[config.mk]
export PLATFORM = sky130hd
export DESIGN_NAME = dv_chan_seq
export DESIGN_NICKNAME = d
export VERILOG_FILES = /design/src/rtl/dv_chan_seq.sv
export SDC_FILE = /design/constraint.sdc
export NUM_CORES = 1
export LEC_CHECK = 0
export ABC_AREA = 1
export ABC_CLOCK_PERIOD_IN_PS = 4000
export CAP_MARGIN = 20
export CORE_MARGIN = 5
export CORE_UTILIZATION = 44
export CTS_CLUSTER_DIAMETER = 50
export DETAILED_ROUTE_END_ITERATION = 12
export GPL_ROUTABILITY_DRIVEN = 0
export PLACE_DENSITY = 0.85
export SLEW_MARGIN = 30
export SYNTH_ARGS = -nofsm -noshare
export SYNTH_HDL_FRONTEND = slang
export SYNTH_SLANG_ARGS = --single-unit
[constraint.sdc]
create_clock -name clk -period 4 [get_ports clk]
set_input_delay 0.4 -clock clk [delete_from_list [all_inputs] [get_ports clk]]
set_output_delay 0.4 -clock clk [all_outputs]
set_load 0.1 [all_outputs]
[src/rtl/dv_chan_seq.sv]
// dv_chan_seq -- stimulus sequencer that feeds a command stream into
// NCH DUT command channels through a single registered output stage.
//
// Flow: IDLE waits for start, RUN accepts commands from the stimulus reader
// and routes each one to the channel named by cmd_chan, DRAIN flushes the
// output stage and waits for every DUT to go idle, DONE holds test_done.
//
// Optional feature: define DV_CHAN_SEQ_WATCHDOG_EN to build an idle watchdog.
// When it is enabled, TIMEOUT cycles in RUN/DRAIN with no accept or drain
// move the sequencer to TOUT, which raises timeout and test_done.
// When it is not defined, timeout is tied low and TOUT is never entered.
//
// Ports
//   clk, reset          rising-edge clock, asynchronous active-high reset
//   start               level; begins the run when sampled high in IDLE
//   cmd_*               command from the stimulus reader; cmd_wait is its stall
//   ch_valid            one-hot per channel; ch_addr/ch_data/ch_write shared
//   ch_wait, ch_active  per-channel stall and busy from the DUTs
//   test_done, timeout  sticky completion / watchdog status
//   cmd_count           drained commands (wraps); err_count bad-channel
//                       commands (saturates)
module dv_chan_seq #(
    parameter int NCH     = 4,
    parameter int CHW     = 2,
    parameter int AW      = 16,
    parameter int DW      = 32,
    parameter int TOW     = 16,
    parameter int TIMEOUT = 1000
) (
    input  logic           clk,
    input  logic           reset,
    input  logic           start,
    input  logic           cmd_valid,
    input  logic [CHW-1:0] cmd_chan,
    input  logic [AW-1:0]  cmd_addr,
    input  logic [DW-1:0]  cmd_data,
    input  logic           cmd_write,
    input  logic           cmd_last,
    output logic           cmd_wait,
    output logic [NCH-1:0] ch_valid,
    output logic [AW-1:0]  ch_addr,
    output logic [DW-1:0]  ch_data,
    output logic           ch_write,
    input  logic [NCH-1:0] ch_wait,
    input  logic [NCH-1:0] ch_active,
    output logic           test_done,
    output logic           timeout,
    output logic [15:0]    cmd_count,
    output logic [7:0]     err_count
);

    localparam logic [2:0] S_IDLE  = 3'd0;
    localparam logic [2:0] S_RUN   = 3'd1;
    localparam logic [2:0] S_DRAIN = 3'd2;
    localparam logic [2:0] S_DONE  = 3'd3;
    localparam logic [2:0] S_TOUT  = 3'd4;

    typedef struct packed {
        logic [AW-1:0] addr;
        logic [DW-1:0] data;
        logic          write;
    } cmd_t;

    logic [2:0]     state, state_nxt;
    logic [NCH-1:0] vld_q;      // one-hot stage valid; doubles as channel select
    cmd_t           stg_q;
    logic [NCH-1:0] sel_oh;
    logic           occ, stall, drain, accept, chan_ok, wd_fire;

    // One-hot decode of the requested channel; out-of-range selects decode
    // to all zeros and are caught by chan_ok.
    for (genvar i = 0; i < NCH; i++) begin : g_sel
        assign sel_oh[i] = (32'(cmd_chan) == i);
    end

    // Widened compare so the check stays meaningful when NCH == 2**CHW.
    assign chan_ok = (32'(cmd_chan) < NCH);

    // Stage is one-hot, so masking with ch_wait picks the selected channel.
    assign occ      = |vld_q;
    assign stall    = |(vld_q & ch_wait);
    assign drain    = |(vld_q & ~ch_wait);
    assign cmd_wait = (state != S_RUN) | stall;
    assign accept   = cmd_valid & ~cmd_wait;

    assign ch_valid  = vld_q;
    assign ch_addr   = stg_q.addr;
    assign ch_data   = stg_q.data;
    assign ch_write  = stg_q.write;
    assign test_done = (state == S_DONE) | (state == S_TOUT);

`ifdef DV_CHAN_SEQ_WATCHDOG_EN
    logic [TOW-1:0] wd_cnt;
    logic           wd_live;

    assign wd_live = (state == S_RUN) | (state == S_DRAIN);
    // Fires on the cycle that would take the idle count to TIMEOUT; any
    // accept or drain in that same cycle counts as activity and wins.
    assign wd_fire = wd_live & ~(accept | drain) & (wd_cnt == TOW'(TIMEOUT - 1));
    assign timeout = (state == S_TOUT);

    always_ff @(posedge clk or posedge reset) begin
        if (reset)
            wd_cnt <= '0;
        else if (!wd_live || accept || drain)
            wd_cnt <= '0;
        else
            wd_cnt <= wd_cnt + TOW'(1);
    end
`else
    logic [TOW-1:0] unused_wd;
    assign unused_wd = TOW'(TIMEOUT);
    assign wd_fire   = 1'b0;
    assign timeout   = 1'b0;
`endif

    always_comb begin
        state_nxt = state;
        case (state)
            S_IDLE:  if (start) state_nxt = S_RUN;
            S_RUN: begin
                if (wd_fire)                 state_nxt = S_TOUT;
                else if (accept && cmd_last) state_nxt = S_DRAIN;
            end
            S_DRAIN: begin
                if (wd_fire)                    state_nxt = S_TOUT;
                else if (!occ && !(|ch_active)) state_nxt = S_DONE;
            end
            S_DONE:  state_nxt = S_DONE;
            S_TOUT:  state_nxt = S_TOUT;
            default: state_nxt = S_IDLE;
        endcase
    end

    always_ff @(posedge clk or posedge reset) begin
        if (reset)
            state <= S_IDLE;
        else
            state <= state_nxt;
    end

    // Output stage: refill has priority over drain so back-to-back commands
    // stream at one per cycle. Bad-channel commands are swallowed here.
    always_ff @(posedge clk or posedge reset) begin
        if (reset) begin
            vld_q <= '0;
            stg_q <= '0;
        end else if (wd_fire) begin
            vld_q <= '0;
        end else if (accept && chan_ok) begin
            vld_q <= sel_oh;
            stg_q <= '{addr: cmd_addr, data: cmd_data, write: cmd_write};
        end else if (drain) begin
            vld_q <= '0;
        end
    end

    always_ff @(posedge clk or posedge reset) begin
        if (reset) begin
            cmd_count <= '0;
            err_count <= '0;
        end else begin
            cmd_count <= cmd_count + 16'(drain);
            if (accept && !chan_ok && err_count != 8'hFF)
                err_count <= err_count + 8'd1;
        end
    end

endmodule

Yosys cells after proc, flatten, opt, wreduce, memory -nomap -nowiden
Index checks and enable logic that the tools add are counted.
W data, S select, Z words.
{ "classes": {"n_shift": 0, "n_lt_le_gt_ge": 0, "div": 0, "mul": 0, "bitwise_logic": 7, "n_addsub": 1, "eq_ne": 11, "n_mux": 6, "n_reduce_logical": 12} }
{ "op_table": {"columns": ["operator", "count"], "rows": [
  ["$add A16 B1 Y16", 1],
  ["$reduce_or A4 Y1", 4],
  ["$pmux W3 S5", 1],
  ["$mux W3", 3],
  ["$and A4 B4 Y4", 2],
  ["$mux W4", 2],
  ["$eq A3 B2 Y1 const B", 2],
  ["$ne A2 B2 Y1 const B", 3],
  ["$eq A2 B2 Y1 const B", 2],
  ["$not A4 Y4", 1],
  ["$eq A3 B1 Y1 const B", 1],
  ["$eq A3 B3 Y1 const B", 1],
  ["$logic_not A3 Y1", 1],
  ["$ne A3 B1 Y1 const B", 1],
  ["$reduce_and A3 Y1", 1],
  ["$eq A2 B1 Y1 const B", 1],
  ["$logic_and A1 B1 Y1", 2],
  ["$logic_not A1 Y1", 2],
  ["$logic_not A2 Y1", 1],
  ["$or A1 B1 Y1", 2],
  ["$reduce_bool A2 Y1", 1],
  ["$and A1 B1 Y1", 1],
  ["$not A1 Y1", 1]
]} }
{ "word_totals": {"mem_count": 0, "romBits": 0, "register_bits": 72, "mem_bits_rw": 0, "in_bits": 64, "out_inout_bits": 80, "elab_cells": 43, "latch_bits": 0} }

Depth between registers and ports, before layout
{ "depth": {"word_depth": 8, "mapped_depth": 11, "mapped_depth_nobuf": 11} }

Least setup slack after synthesis
No wires, ideal clock.
{ "synth_timing": {"path_type": "flip-flop to output port", "startpoint": "reg state[0]", "endpoint": "out test_done", "arrival_ps": 2648, "stages_incl_launch_ff": 4, "path_buffers": 0, "slack_ps": 952, "t_required_ps": 3600, "path_cell_list": "dfrtp_1 -> inv_1 -> nand2_1 -> o21ai_0"} }
{ "synth_between": {"elab_chain_cells": 2, "elab_cells_between_ends": 3, "classes_between": "eq/ne: 2; bitwise: 1"} }
{ "synth_rtl": {"columns": ["element", "line", "rtl"], "rows": [
  ["from (decl)", "64", "logic [2:0] state, state_nxt;"],
  ["from (signal assigned)", "139", "state <= state_nxt;"],
  ["$eq A3 B2 Y1 / $eq A3 B3 Y1 (equally long branches)", "90", "assign test_done = (state == S_DONE) | (state == S_TOUT);"],
  ["$or A1 B1 Y1 (*)", "90", null],
  ["to (decl)", "46", "output logic test_done,"]
]} }
Every way passes the cells marked *; elsewhere a longest branch is shown, timed or not.

Worst setup path after layout
{ "layout_timing": {"startpoint": "in ch_wait[2]", "endpoint": "out cmd_wait"} }
{ "layout_between": {"elab_chain_cells": 3} }
{ "layout_rtl": {"columns": ["element", "line", "rtl"], "rows": [
  ["from (decl)", "44", "input logic [NCH-1:0] ch_wait,"],
  ["$and A4 B4 Y4", "81", "assign stall = |(vld_q & ch_wait);"],
  ["$reduce_or A4 Y1", "81", null],
  ["$or A1 B1 Y1", "83", "assign cmd_wait = (state != S_RUN) | stall;"],
  ["to (decl)", "39", "output logic cmd_wait,"]
]} }
No other way between the ends.

==> summary.md <==
| Metric | Value |
|---|---|
| Status | `completed` |
| Crit path max fanout | `3` |
| Nets | `approximately 550` |
| # IOs | `144` |
| Final Hold Vio Count | `0` |
| Vias in the first global route | `roughly 2700` |
| WL final | `7860 microns` |
| Post-synthesis adder-cell area fraction | `0.8153%` |
| Final Setup Violations | `0` |
| Largest stage delay on the critical path | `1120 ps` |
| Post-Synth Simple-Gate Area | `28.62%` |
| Synth top area share | `58.70%` |
| Crit-path most repeated cell | `nand2_1` |
| Largest family of logic cells by synthesized area | `simple AND/OR/NAND/NOR gates` |
| Register area share after synthesis | `58.70%` |
| DIE AREA | `8746 sq um` |
| CTS sink cnt | `72` |
| Post-synthesis compound-gate area fraction | `1.549%` |
| Crit end category | `output pin` |
| CP cell instances | `clkdlybuf4s50_1 > nand2_1 > nand2_1 > nor2_2 > nand2_1 > clkdlybuf4s50_1` |
| Max H-tree Level | `3` |
| Die Height | `93.52 microns` |
| Mux cell area share after synthesis | `0%` |
| Grt ovf | `0` |
| Clock transition at path regs | `approximately 70 ps` |
| Dpl hpwl | `5866 microns` |
| Area growth, synth to finish | `51.08%` |
| Fin crit period | `2666 ps` |
| Synthesized area | `3069 sq um` |
| Relative slew slack | `33.02%` |
| HP Class | `flip-flop to flip-flop` |
| Post-route clock period utilization | `66.66%` |
| First-pass GRT wire length | `12580 microns` |
| Pin count of the biggest net entering global routing | `between 50 and 60` |
| Fin Setup TNS | `0 ps` |
| Share of cells above drive strength 1 | `6.571%` |
| Reg2reg setup slack | `1910 ps` |
| Ant diodes | `0` |
| Chip Width | `93.52 microns` |
| Resize count post-CTS | `0` |
| Maximum clock path buffer count | `2` |
| Critical path required time | `3600 ps` |
| Row Count | `30` |
| Least-Margin Pin Slew | `around 1000 ps` |
| Setup bufs post-CTS | `0` |
| Clk root buf | `clkbuf_8` |
| Crit-path slowest cell | `clkdlybuf4s50_1` |
| Layout Skew | `8.240 ps` |
| Antenna-violating nets left | `0` |
| Largest area contributor in the netlist | `dfrtp_1` |
| DR iter-0 viols | `47` |
| Synth area leaders | `dfrtp_1 (59%), nand2_1 (21%), buf_4 (3.4%), xor2_1 (2.3%), inv_1 (1.8%)` |
| Core region area | `6794 sq um` |
| Mapped Cells | `346` |
| Starting Density | `45.17%` |
| #FFs+latches synth | `72` |
| Vias per inst | `4.575` |
| Crit path arrival time | `2270 ps` |
| Final Max Tran Viols | `0` |
| Crit start category | `input port` |
| Max Freq | `375.1 MHz` |
| Synth Area in XOR/XNOR | `3.710%` |
| CTS buffer count | `9` |
| Ys Warns | `0` |
| Unique masters post-synth | `26` |
| I/O Buffers | `134` |
| Max-Cap Viols | `0` |
| DRC | `0` |
| CTS tree | `yes` |
| Initial antenna violation count | `0` |
| Synth Area per Inst | `a little under 9 sq um` |
| Crit Path Class | `input port to output pin` |
| Via count | `2667` |
| Hold Buf Count CTS | `0` |
| RSZ-0062 raised after global routing | `false` |
| Drt first pass iters | `4` |
| Clk Latency, worst-skew pair | `around 330 ps` |
| Per-cell routed wire length | `roughly 13 microns` |
| Overall Global Routing Usage | `18.33%` |
## final cells by class
type	instances	area, sq um
multi-input cells	245	1099
clock inverters	4	27.53
clock buffers	12	165.2
well taps	96	120.1
repair buffers	136	1356
inverters	18	67.56
fillers	569	2157
flip-flops and latches	72	1802
## per-stage QoR
| stage | hold slack [ps] | instance area [sq um] | worst slack (ps) | utilization (%) | cells |
|---|---|---|---|---|---|
| floorplan | 500.4 | 3099 | 952.1 | - | 354 |
| global placement | 461.4 | 4444 | 1363 | 65.41 | 567 |
| detailed placement | 464.4 | 4444 | 1342 | 65.41 | 567 |
| CTS | 483.0 | 4637 | 1329 | 68.25 | 583 |
| global route | 497.6 | 4637 | 1233 | 68.25 | 583 |
| finish | 477.7 | 4637 | 1334 | 68.25 | 583 |
## synth_stat cells
library cell / n
buf_4: 14
buf_6: 1
clkbuf_1: 4
conb_1: 1
dfrtp_1: 72
ha_1: 2
inv_1: 15
inv_2: 3
nand2_1: 172
nand2_2: 3
nand3_1: 11
nand3_2: 2
nand4_1: 4
nor2_1: 12
nor2_2: 3
nor2_4: 1
nor3_1: 2
nor3_4: 1
nor4_1: 1
o21ai_0: 1
o21ai_1: 2
o22ai_1: 4
o31ai_1: 1
or2_0: 1
xnor2_1: 5
xor2_1: 8
## state kept, by name (all words and copies together), names as in the netlist
signal and flops:
ch_data 32, ch_addr 16, cmd_count 16, ch_valid 4, state 3, ch_write 1
## per-layer routing
layer | track usage (%) | vias to the layer above | routed length (microns)
met5 | 0 | - | 0
met4 | 6.471 | 0 | 84
met3 | 5.873 | 9 | 602
met2 | 31.75 | 87 | 4063
met1 | 21.23 | 1253 | 3110
li1 | - | 1318 | -
## cells by family after synthesis
family	count (synthesis)
buf+inv	37
xor+xnor	13
simple gates	213
flops	72
fa+ha+maj	2
compound gates	8
other cells	1
## cells in the final DEF, fill, tap and decap left out, types with 3 or more instances in the layout
cell / synthesis / final
nor2_2: 3 / 3
nor2_1: 12 / 12
clkdlybuf4s50_1: 0 / 134
nand3_1: 11 / 11
inv_2: 3 / 4
o22ai_1: 4 / 4
nand2_1: 172 / 172
nand4_1: 4 / 4
conb_1: 1 / 9
inv_1: 15 / 14
nand2_2: 3 / 3
xnor2_1: 5 / 5
xor2_1: 8 / 8
clkbuf_8: 0 / 12
dfrtp_1: 72 / 72
clkinvlp_4: 0 / 3
## critical path: cells and delay by family
family	cells	cell delay, ps
AND/OR/NAND/NOR	4	250
buffers and inverters	2	1610
## worst paths after layout
kind | depth (start not counted) | end | from
max | 6 | cmd_wait | ch_wait[2]
min | 2 | ch_data[8]$_DFFE_PP0P_ | ch_data[8]$_DFFE_PP0P_
max reg2reg | 8 | ch_valid[1]$_DFFE_PP0P_ | ch_valid[2]$_DFFE_PP0P_
min reg2reg | 2 | ch_data[8]$_DFFE_PP0P_ | ch_data[8]$_DFFE_PP0P_
max in group asynchronous | 3 | ch_data[2]$_DFFE_PP0P_ | reset
min in group asynchronous | 2 | ch_valid[1]$_DFFE_PP0P_ | reset
Power is left out: the tool's default activity adds up to more than one toggle a clock period on the data nets, which glitch-free logic cannot reach.
